File: src/rtl/l1_cache_arb_pkg.sv
`default_nettype none
// +--------------------------------------------------------------------+
// | l1_cache_arb_pkg : shared line geometry and arbiter state encoding |
// | rev 1.0                                                            |
// +--------------------------------------------------------------------+
package l1_cache_arb_pkg;

  localparam int unsigned c_a_sz_def   = 32;
  localparam int unsigned c_cl_len_def = 256;

  // Byte-offset bits inside one cache line.
  function automatic int unsigned line_off_bits(input int unsigned cl_len);
    return $clog2(cl_len / 8);
  endfunction

  localparam int unsigned c_off_bits_def = line_off_bits(c_cl_len_def);

  typedef enum logic [2:0] {
    ST_IDLE    = 3'd0,
    ST_BUSY_IC = 3'd1,
    ST_BUSY_DC = 3'd2,
    ST_DONE_IC = 3'd3,
    ST_DONE_DC = 3'd4
  } arb_state_e;

endpackage
`default_nettype wire

File: src/rtl/l1_cache_arb.sv
`default_nettype none
// +--------------------------------------------------------------------+
// | l1_cache_arb : I$/D$ line-fill arbiter onto one system-memory port |
// | rev 1.0                                                            |
// +--------------------------------------------------------------------+
module l1_cache_arb
  import l1_cache_arb_pkg::*;
#(
  parameter int unsigned A_SZ   = c_a_sz_def,
  parameter int unsigned CL_LEN = c_cl_len_def
) (
  input  logic              clk_in,
  input  logic              reset_in,

  input  logic              ic_req,
  input  logic [A_SZ-1:0]   ic_addr,
  output logic              ic_ack,
  output logic [CL_LEN-1:0] ic_rd_data,

  input  logic              dc_req,
  input  logic              dc_rw,
  input  logic [A_SZ-1:0]   dc_addr,
  input  logic [CL_LEN-1:0] dc_wr_data,
  output logic              dc_ack,
  output logic [CL_LEN-1:0] dc_rd_data,

  output logic              sm_req,
  output logic              sm_rw,
  output logic [A_SZ-1:0]   sm_addr,
  output logic [CL_LEN-1:0] sm_wr_data,
  input  logic              sm_ack,
  input  logic [CL_LEN-1:0] sm_rd_data
);

  localparam int unsigned     c_off_bits  = line_off_bits(CL_LEN);
  localparam logic [A_SZ-1:0] c_line_mask = ~A_SZ'((64'd1 << c_off_bits) - 64'd1);

  arb_state_e        r_state;
  arb_state_e        w_state_nxt;
  logic              r_last_grant_dc;
  logic              r_sm_req;
  logic              r_sm_rw;
  logic [A_SZ-1:0]   r_sm_addr;
  logic [CL_LEN-1:0] r_sm_wr_data;
  logic [CL_LEN-1:0] r_ic_rd_data;
  logic [CL_LEN-1:0] r_dc_rd_data;

  logic              w_grant_ic;
  logic              w_grant_dc;
  logic              w_mem_done;
  logic [A_SZ-1:0]   w_ic_line_addr;
  logic [A_SZ-1:0]   w_dc_line_addr;

  assign w_ic_line_addr = ic_addr & c_line_mask;
  assign w_dc_line_addr = dc_addr & c_line_mask;

  // sm_ack only counts while a transfer is outstanding.
  assign w_mem_done = sm_ack && ((r_state == ST_BUSY_IC) || (r_state == ST_BUSY_DC));

  always_comb begin
    w_state_nxt = r_state;
    w_grant_ic  = 1'b0;
    w_grant_dc  = 1'b0;
    case (r_state)
      ST_IDLE: begin
        if (ic_req && dc_req) begin
          w_grant_ic = r_last_grant_dc;
          w_grant_dc = !r_last_grant_dc;
        end else begin
          w_grant_ic = ic_req;
          w_grant_dc = dc_req;
        end
        if (w_grant_ic) begin
          w_state_nxt = ST_BUSY_IC;
        end else if (w_grant_dc) begin
          w_state_nxt = ST_BUSY_DC;
        end
      end
      ST_BUSY_IC: begin
        if (sm_ack) begin
          w_state_nxt = ST_DONE_IC;
        end
      end
      ST_BUSY_DC: begin
        if (sm_ack) begin
          w_state_nxt = ST_DONE_DC;
        end
      end
      ST_DONE_IC: w_state_nxt = ST_IDLE;
      ST_DONE_DC: w_state_nxt = ST_IDLE;
      default:    w_state_nxt = ST_IDLE;
    endcase
  end

  always_ff @(posedge clk_in or negedge reset_in) begin
    if (!reset_in) begin
      r_state         <= ST_IDLE;
      r_last_grant_dc <= 1'b0;
      r_sm_req        <= 1'b0;
      r_sm_rw         <= 1'b0;
      r_sm_addr       <= '0;
      r_sm_wr_data    <= '0;
      r_ic_rd_data    <= '0;
      r_dc_rd_data    <= '0;
    end else begin
      r_state <= w_state_nxt;

      if (w_grant_ic) begin
        r_last_grant_dc <= 1'b0;
        r_sm_req        <= 1'b1;
        r_sm_rw         <= 1'b0;
        r_sm_addr       <= w_ic_line_addr;
        r_sm_wr_data    <= '0;
      end else if (w_grant_dc) begin
        r_last_grant_dc <= 1'b1;
        r_sm_req        <= 1'b1;
        r_sm_rw         <= dc_rw;
        r_sm_addr       <= w_dc_line_addr;
        r_sm_wr_data    <= dc_wr_data;
      end

      if (w_mem_done) begin
        r_sm_req <= 1'b0;
        // A writeback completion leaves the D$ read line untouched.
        if (r_state == ST_BUSY_IC) begin
          r_ic_rd_data <= sm_rd_data;
        end else if (!r_sm_rw) begin
          r_dc_rd_data <= sm_rd_data;
        end
      end
    end
  end

  assign ic_ack     = (r_state == ST_DONE_IC);
  assign dc_ack     = (r_state == ST_DONE_DC);
  assign ic_rd_data = r_ic_rd_data;
  assign dc_rd_data = r_dc_rd_data;
  assign sm_req     = r_sm_req;
  assign sm_rw      = r_sm_rw;
  assign sm_addr    = r_sm_addr;
  assign sm_wr_data = r_sm_wr_data;

endmodule
`default_nettype wire

File: config.mk
export PLATFORM = sky130hd
export DESIGN_NAME = l1_cache_arb
export DESIGN_NICKNAME = d
export VERILOG_FILES = /design/src/rtl/l1_cache_arb_pkg.sv /design/src/rtl/l1_cache_arb.sv
export SDC_FILE = /design/constraint.sdc
export NUM_CORES = 1
export LEC_CHECK = 0
export ABC_AREA = 0
export CORE_AREA = 2 2 547 549
export CTS_CLUSTER_DIAMETER = 80
export DETAILED_ROUTE_END_ITERATION = 10
export DIE_AREA = 0 0 549 551
export HOLD_SLACK_MARGIN = 0.12
export PLACE_DENSITY = 0.3
export REMOVE_ABC_BUFFERS = 1
export SLEW_MARGIN = 20
export SYNTH_ARGS = -nofsm -noshare
export SYNTH_HDL_FRONTEND = slang
export SYNTH_SLANG_ARGS = --single-unit
File: constraint.sdc
create_clock -name clk_in -period 1.8 [get_ports clk_in]
set_input_delay 0.36 -clock clk_in [delete_from_list [all_inputs] [get_ports clk_in]]
set_output_delay 0.36 -clock clk_in [all_outputs]
set_load 0.02 [all_outputs]
Yosys cells after proc, flatten, opt, wreduce, memory -nomap -nowiden:

Cells that the tools add are included.

* bits in registers: 806
* input port bits: 582
* output and inout bits: 804
* logic and storage cells: 48

* equality and inequality tests: 7
* multiplexer cells: 21
* bitwise logic cells: 2
* reduce and logical (&&, ||, !) cells: 10

Operator list (count)
* two-way mux 256 bit: 2
* two-way mux 32 bit: 2
* two-way mux 1 bit: 12
* two-way mux 3 bit: 4
* one-hot mux 3 bit (3 select lines): 1
* equality test 3 x 2 -> 1 bit, second input constant: 2
* AND reduction 3 bit: 2
* != test 2 bit, second input constant: 2
* equality test 3 x 1 -> 1 bit, second input constant: 1
* equality test 3 bit, second input constant: 1
* zero test 3 bit: 1
* != test 3 x 1 -> 1 bit, second input constant: 1
* nonzero test 3 bit: 1
* logical AND 1 bit: 2
* NOT 1 bit: 2
* AND reduction 2 bit: 1
* nonzero test 2 bit: 1
* zero test 1 bit: 1
* logical OR 1 bit: 1

Depth between registers and ports, before layout:

Gate-level depths: netlist (run 1).

* depth in word-level cells: 7
* depth in mapped cells: 7
* gate-level depth less buffers: 3

Worst setup path after synthesis (run 1):

OpenSTA, ideal clock, no wires.

* path type: flip-flop to flip-flop
* from: reg r_state[0]
* to: reg r_dc_rd_data[100], in the netlist dc_rd_data[100]
* setup time: 127 ps
* arrival time: 1606 ps
* required time: 1673 ps
* slack: 66 ps
* stages on the path, launching flop included: 8
* buffers on the path: 4
* period minus slack after synthesis: 1734 ps
* path through: dfrtp_1 > buf_2 > and4bb_1 > nor2b_1 > buf_2 > buf_6 > buf_6 > mux2_1

* longest elaborated chain between the ends: 4
* elaborated cells on any way between the ends: 6
* those cells by class: eq/ne: 2; bitwise: 1; reduce/logical: 3

RTL lines
* start, declared: RTL line l1_cache_arb.sv:38 `arb_state_e r_state;`
* start signal, assigned: RTL line l1_cache_arb.sv:106 `r_state <= w_state_nxt;`
* equality test 3 x 1 -> 1 bit or equality test 3 x 2 -> 1 bit (tied branches): RTL line l1_cache_arb.sv:58, l1_cache_arb.sv:125
* logical OR 1 bit: RTL line l1_cache_arb.sv:58 `assign w_mem_done = sm_ack && ((r_state == ST_BUSY_IC) || (r_state == ST_BUSY_DC));`
* logical AND 1 bit: RTL line l1_cache_arb.sv:58
* AND reduction 3 bit (no line) (*)
* end signal, assigned: RTL line l1_cache_arb.sv:128 `r_dc_rd_data <= sm_rd_data;`
* end, declared: RTL line l1_cache_arb.sv:46 `logic [CL_LEN-1:0] r_dc_rd_data;`

Mark *: on every way between the ends. The rest lies on a longest branch, timed or not.
A chain may end at the register's enable or synchronous reset.

Worst setup path in the final report (run 1):

* from: reg r_state[1]
* to: out dc_ack

* longest elaborated chain between the ends: 1

RTL lines
* equality test 3 bit: RTL line l1_cache_arb.sv:135 `assign dc_ack = (r_state == ST_DONE_DC);`
* end, declared: RTL line l1_cache_arb.sv:24 `output logic dc_ack,`

Every way passes these cells.

==> metrics.txt, run 1 <==
Site Rows 200; Max Cap Violations 0; global-route wire length before repair ~240 mm; Die Span X 549 um; crit end category output port; initial DRC count 944; cell mode on critical path buf_6; Unique masters post-synth 29; cell count of the worst reg-to-reg path 8; max_slew headroom 55.1%; routed vias/inst ~3.1; Gate Count Post-Synth roughly 1800; post-route setup slack -311 ps; via count around 25000; sequential power share between 20 and 30%; share of layout cells above drive strength 1 a little over two fifths; Starting Density 10.0%; final number of hold-violating endpoints 0; crit path cell chain buf_6 > buf_6 > nor3b_2 > buf_4; vias in the first global route 27200; Hold/Removal Path Class in2reg; grt ovf 0; post-synth top area share about two thirds; Sw Ratio 38.2%; VDD IR max 744 uV; Placer Congestion 0.758; M1 wire length 70.7 mm; f_max 0.474 GHz; Clock Path Buffers 4; instance count on the critical path 4; CTS root buf clkbuf_16; status finished with violations; most frequent cells after synthesis 801 x dfrtp_1, 480 x mux2_1, 257 x a22o_1; cell family with most CP delay buffers and inverters; Int Pwr around 72 mW; leakage around 27 nW; setup violators final 780; Worst EP arrival 1750 ps; I/O pin count about 1400; Worst Path Max Fanout 3; most frequent cell after synthesis dfrtp_1; Post-synth ARST share 100%; Synth-to-Final Area Change 111%; Critical-path top delay cell dfrtp_1; Final TNS setup -126600 ps; fin. max-slew vios 0; PwrDens 1870 mW/mm^2; CTS tree done; die area around 0.3 mm^2; # port buffers 1370; Syn Area/Cell between 15 and 20 um^2; overall global routing resource usage a little under an eighth; main area contributors after synthesis dfrtp_1 67%, mux2_1 18%, a22o_1 7.6%; htree depth 3; Psw around 45 mW; register bit count reported by yosys around 800; Worst Max-Slew Pin Slew a little under 700 ps; worst path buffer plus inverter count 3; clk_lat worst skew 840 ps; Cell Count, Final, Fillers Out 8058; number of CTS-inserted buffers around 120; failing checks negative setup slack; highest metal used met5; initial antenna violation count 75; DRT Pass-1 Iters 4; drt wl/cell ~23 um; met3 wire length about 15 mm; mapped cell area around 0.03 mm^2; synth warn 0; startpoint types flip-flop; worst clock skew slightly below 50 ps; Hold Path Stages 2; antenna viol nets, final 0; sequential area share after synthesis between 60 and 70%; clock tree sinks 801; top_reg_cell synth dfrtp_1; Crit path required time between 1000 and 1500 ps; core area slightly below 0.3 mm^2; kind of critical path reg2out; met2 wire length around 100 mm; crit share post-route 117%; Post-Route WL between 150 and 200 mm; CP peak stage delay 400 ps; dominant cell type by area after synthesis dfrtp_1; Min Hold Slack between 200 and 250 ps; Die Y 551 um; Power, Total 117 mW; nets roughly 4600; Clock transition at path regs 50 ps; Post-synth EDFFs 0; Post-route DRC 0; largest net degree at the start of global routing 48; post-DP HPWL 143 mm; Tmin final 2110 ps; post-placement cell count between 7000 and 8000; RSZ-0062 raised after global routing true; combinational power share about 52%; Clk network pwr share about a fifth
layer usage:
metal | vias up | global-route usage [%]
li1 | 11300 | -
met5 | - | 0
met2 | 1046 | 20.9
met4 | 42 | 2.02
met3 | 221 | 4.24
met1 | 12700 | 12.2
stage by stage:
stage / util [%] / cell area (um^2) / setup WS, ps
2_1_floorplan: - / 28900 / -12170
3_3_place_gp: 16.7 / 49600 / -716
3_5_place_dp: 16.7 / 49600 / -726
4_1_cts: 20.1 / 59700 / -458
5_1_grt: 21.1 / 62700 / -451
6_report: 21.2 / 62700 / -311
final timing paths:
kind                                 startpoint              end  slack [ps]
min in group asynchronous              reset_in   dc_rd_data[94]         530
worst max-delay path                 r_state[1]           dc_ack        -310
worst min-delay path             dc_wr_data[71]   sm_wr_data[71]         210
worst max register to register       r_state[1]  dc_rd_data[162]        -310
worst min register to register  dc_rd_data[134]  dc_rd_data[134]         480
max in group asynchronous              reset_in  dc_rd_data[238]         480
flip-flops by register name, indices dropped and copies added (netlist names):
name / flops
dc_rd_data: 256
sm_rw: 1
sm_req: 1
sm_addr: 27
sm_wr_data: 256
r_last_grant_dc: 1
ic_rd_data: 256
r_state: 3
repair_timing:
item,4_1_cts,5_1_grt
cloned,6,52
setup buffers,123,39
hold buffers,410,0
endpoints found under the hold margin,1017,0
endpoints found under the setup margin,1561,1315
gates resized for setup,4689,384
pin swaps,3,10
cell type report:
cell class | instances | area, um^2
fill | 32000 | 234000
timing repair buffer | 2187 | 23700
sequential | 801 | 20100
multi-input combinational | 880 | 10100
tap | 3939 | 4930
clock buffer | 165 | 3340
clock inverter | 39 | 472
antenna | 46 | 115
inverter | 1 | 3.75
power groups by stage:
stage / clock [mW] / combinational (mW) / sequential (mW)
4_1_cts: 24.1 / 55.1 / 33.4
3_5_place_dp: 0 / 50.6 / 32.2
2_1_floorplan: 0 / 8.31 / 40.5
6_report: 23.1 / 60.5 / 33.4
3_3_place_gp: 0 / 50.4 / 32.2
5_1_grt: 24.8 / 63.7 / 34.5
cell usage in the layout (no fill, tap or decap), drive strengths merged, types with 2 or more instances in the layout:
| cell type | instances |
|---|---|
| clkinvlp | 5 |
| clkinv | 20 |
| conb | 5 |
| diode | 46 |
| dlygate4sd3 | 410 |
| nor3b | 2 |
| mux2 | 512 |
| a22o | 257 |
| o2bb2ai | 27 |
| nand2 | 4 |
| nor2b | 3 |
| inv | 8 |
| clkbuf | 209 |
| nor3 | 2 |
| clkdlybuf4s50 | 570 |
| o311ai | 27 |
| a31oi | 27 |
| nor2 | 3 |
| nand2b | 2 |
| bufinv | 7 |
| a21oi | 2 |
| dfrtp | 801 |
| buf | 1163 |
cell families after synthesis:
kind of cell	after synthesis	share of synthesized area, %
AOI/OAI and AO/OA	343	9.85
xor gates and xnor gates	1	0.0295
buffers and inverters	145	2.88
DFF	801	67.5
muxes	512	19.4
other	1	0.0126
and+or+nand+nor	18	0.366
(Power assumes the default switching activity.)
==> run 2, diff against run 1 <==
Settings changed: CTS_CLUSTER_SIZE from default to 20.
==> metrics.txt, run 2 (same netlist as run 1, synthesis figures left out) <==
core area 0.296 mm^2 (unchanged); setup violators final 792 (+1.5%); Post-route DRC 0 (unchanged); most frequent cells in the layout 766 x dfrtp_1, 570 x clkdlybuf4s50_1, 551 x buf_6; post-placement cell count 7189 (unchanged); worst clock skew 31.0 ps (-17.4 ps); Die Y 551 um (unchanged); FF-to-FF Start r_state[1]; Clock transition at path regs 80 ps (+30 ps); grt ovf 0 (unchanged); CTS tree done; VDD IR max 746 uV (+0.22%); Starting Density 10.0% (unchanged); Post-Route WL 183 mm (-2.4%); Tmin final 2140 ps (+26.2 ps); DRT Pass-1 Iters 4 (unchanged); number of CTS-inserted buffers 86 (-26%); htree depth 3 (unchanged); largest net degree at the start of global routing 48 (unchanged); global-route wire length before repair 240 mm (+0.31%); Placer Congestion 0.758 (unchanged); post-route setup slack -338 ps (-26.2 ps); # port buffers 1370 (unchanged); crit path capture dc_rd_data[103]; Site Rows 200 (unchanged); Psw 43.8 mW (-2.1%); status finished with violations; nets 4447 (-2.7%); Max Cap Violations 0 (unchanged); Clk network pwr share 18.1% (-1.6 points); Worst Path Max Fanout 7 (+4); sequential power share 30.0% (+1.4 points); startpoint types flip-flop; max_slew headroom 54.5% (-0.65 points); Crit path required time 2470 ps (+1030 ps); Die Span X 549 um (unchanged); Worst Setup SP r_state[1]; antenna viol nets, final 0 (unchanged); clock tree sinks 801 (unchanged); crit end category flip-flop; vias in the first global route 26500 (-2.3%); I/O pin count 1386 (unchanged); share of layout cells above drive strength 1 41.6% (-1.5 points); drt wl/cell 23.2 um (-0.62%); commonest non-fill, non-tap cell in the layout dfrtp_1; Synth-to-Final Area Change 101%; cell count of the worst reg-to-reg path 10 (+2); Int Pwr 65.8 mW (-9.0%); final number of hold-violating endpoints 0 (unchanged); Cell Count, Final, Fillers Out 7915 (-1.8%); Sw Ratio 39.9% (+1.7 points); overall global routing resource usage 11.4% (+0.10 points); kind of critical path reg2reg; routed vias/inst 3.12 (-0.59%); initial antenna violation count 76 (+1.3%); clk_lat worst skew 790 ps (-50 ps); die area 0.302 mm^2 (unchanged); initial DRC count 949 (+0.53%); Hold/Removal Path Class in2reg; Final TNS setup -128250 ps (-1650 ps); leakage 25.9 nW (-4.8%); Worst EP arrival 2810 ps (+1060 ps); failing checks negative setup slack; reg-to-reg endpoint dc_rd_data[103]; crit share post-route 119% (+1.5 points); Final Util 20.2% (-1.0 points); combinational power share 51.9% (+0.2 points); fin. max-slew vios 0 (unchanged); RSZ-0062 raised after global routing true; via count 24700 (-2.4%); Worst Max-Slew Pin Slew 683 ps (+9.73 ps); worst reg2reg setup slack -340 ps (-30 ps); CTS root buf clkbuf_16; f_max 0.468 GHz (-1.2%); PwrDens 1830 mW/mm^2 (-1.7%); Clock Path Buffers 4 (unchanged); post-DP HPWL 143 mm (unchanged)
run 2: changes by cell type in the layout (fill, tap and decap cells not counted), sizes merged:
cell	before	now
buf	1163	1162
bufbuf	0	1
bufinv	7	8
clkbuf	209	126
clkinv	20	17
clkinvlp	5	6
diode	46	45
dlygate4sd3	410	334
inv	8	27
nand2	4	3
run 2: layout make-up:
type	instances	area (um^2)
clock buffer	97	2220
fill	32200	237000
clock inverter	57	806
sequential	801	20100
multi-input combinational	879	9790
inverter	1	3.75
antenna	45	113
tap	3939	4930
timing repair buffer	2096	21800
run 2: how the worst min path moves through the flow:
stage | cells after the start | end | startpoint | slack (ps)
after floorplan | 0 | dc_rd_data[0] | reset_in | 60
after global placement | 1 | ic_rd_data[87] | reset_in | 420
after detailed placement | 1 | ic_rd_data[87] | reset_in | 420
after CTS | 2 | dc_rd_data[56] | sm_rd_data[56] | 120
after global routing | 2 | ic_rd_data[214] | sm_rd_data[214] | 150
final | 2 | sm_wr_data[196] | dc_wr_data[196] | 220
run 2: power groups by stage:
| stage | registers (mW) | logic, mW | clock network, mW |
|---|---|---|---|
| floorplan | 40.5 | 8.31 | 0 |
| global placement | 32.2 | 50.4 | 0 |
| detailed placement | 32.2 | 50.6 | 0 |
| CTS | 33.0 | 54.0 | 21.0 |
| global route | 34.0 | 59.9 | 21.5 |
| finish | 32.9 | 56.9 | 19.8 |
run 2: worst max-delay path, cell delays in order (launching register included):
cell,delay (ps)
dfrtp_1,410
buf_6,130
and4bb_1,200
nor2b_4,140
buf_12,130
buf_16,150
buf_4,150
buf_8,120
clkbuf_16,140
buf_4,140
mux2_1,300
run 2: routing by layer:
layer,vias up,wire (um),track usage (%)
met2,993,96100,21.1
met1,12500,69100,12.4
met5,-,310,0
met3,189,15200,4.17
met4,46,2740,1.93
li1,11000,-,-
run 2: timing repair:
item	in CTS	in global routing
setup endpoints to repair	1552	999
hold endpoints to repair	825	0
hold buffers	334	0
resized for setup	4471	247
pin swaps	2	15
gates cloned	13	30
buffers inserted	129	25
run 2: metrics by stage:
stage / total power, mW / area (um^2) / hold WS [ps] / setup slack, ps
finish: 110 / 59700 / 219 / -338
global route: 115 / 59700 / 154 / -417
CTS: 108 / 57800 / 120 / -423
global placement: 82.7 / 49600 / 420 / -716
floorplan: 48.8 / 28900 / 64.4 / -12170
detailed placement: 82.8 / 49600 / 420 / -726
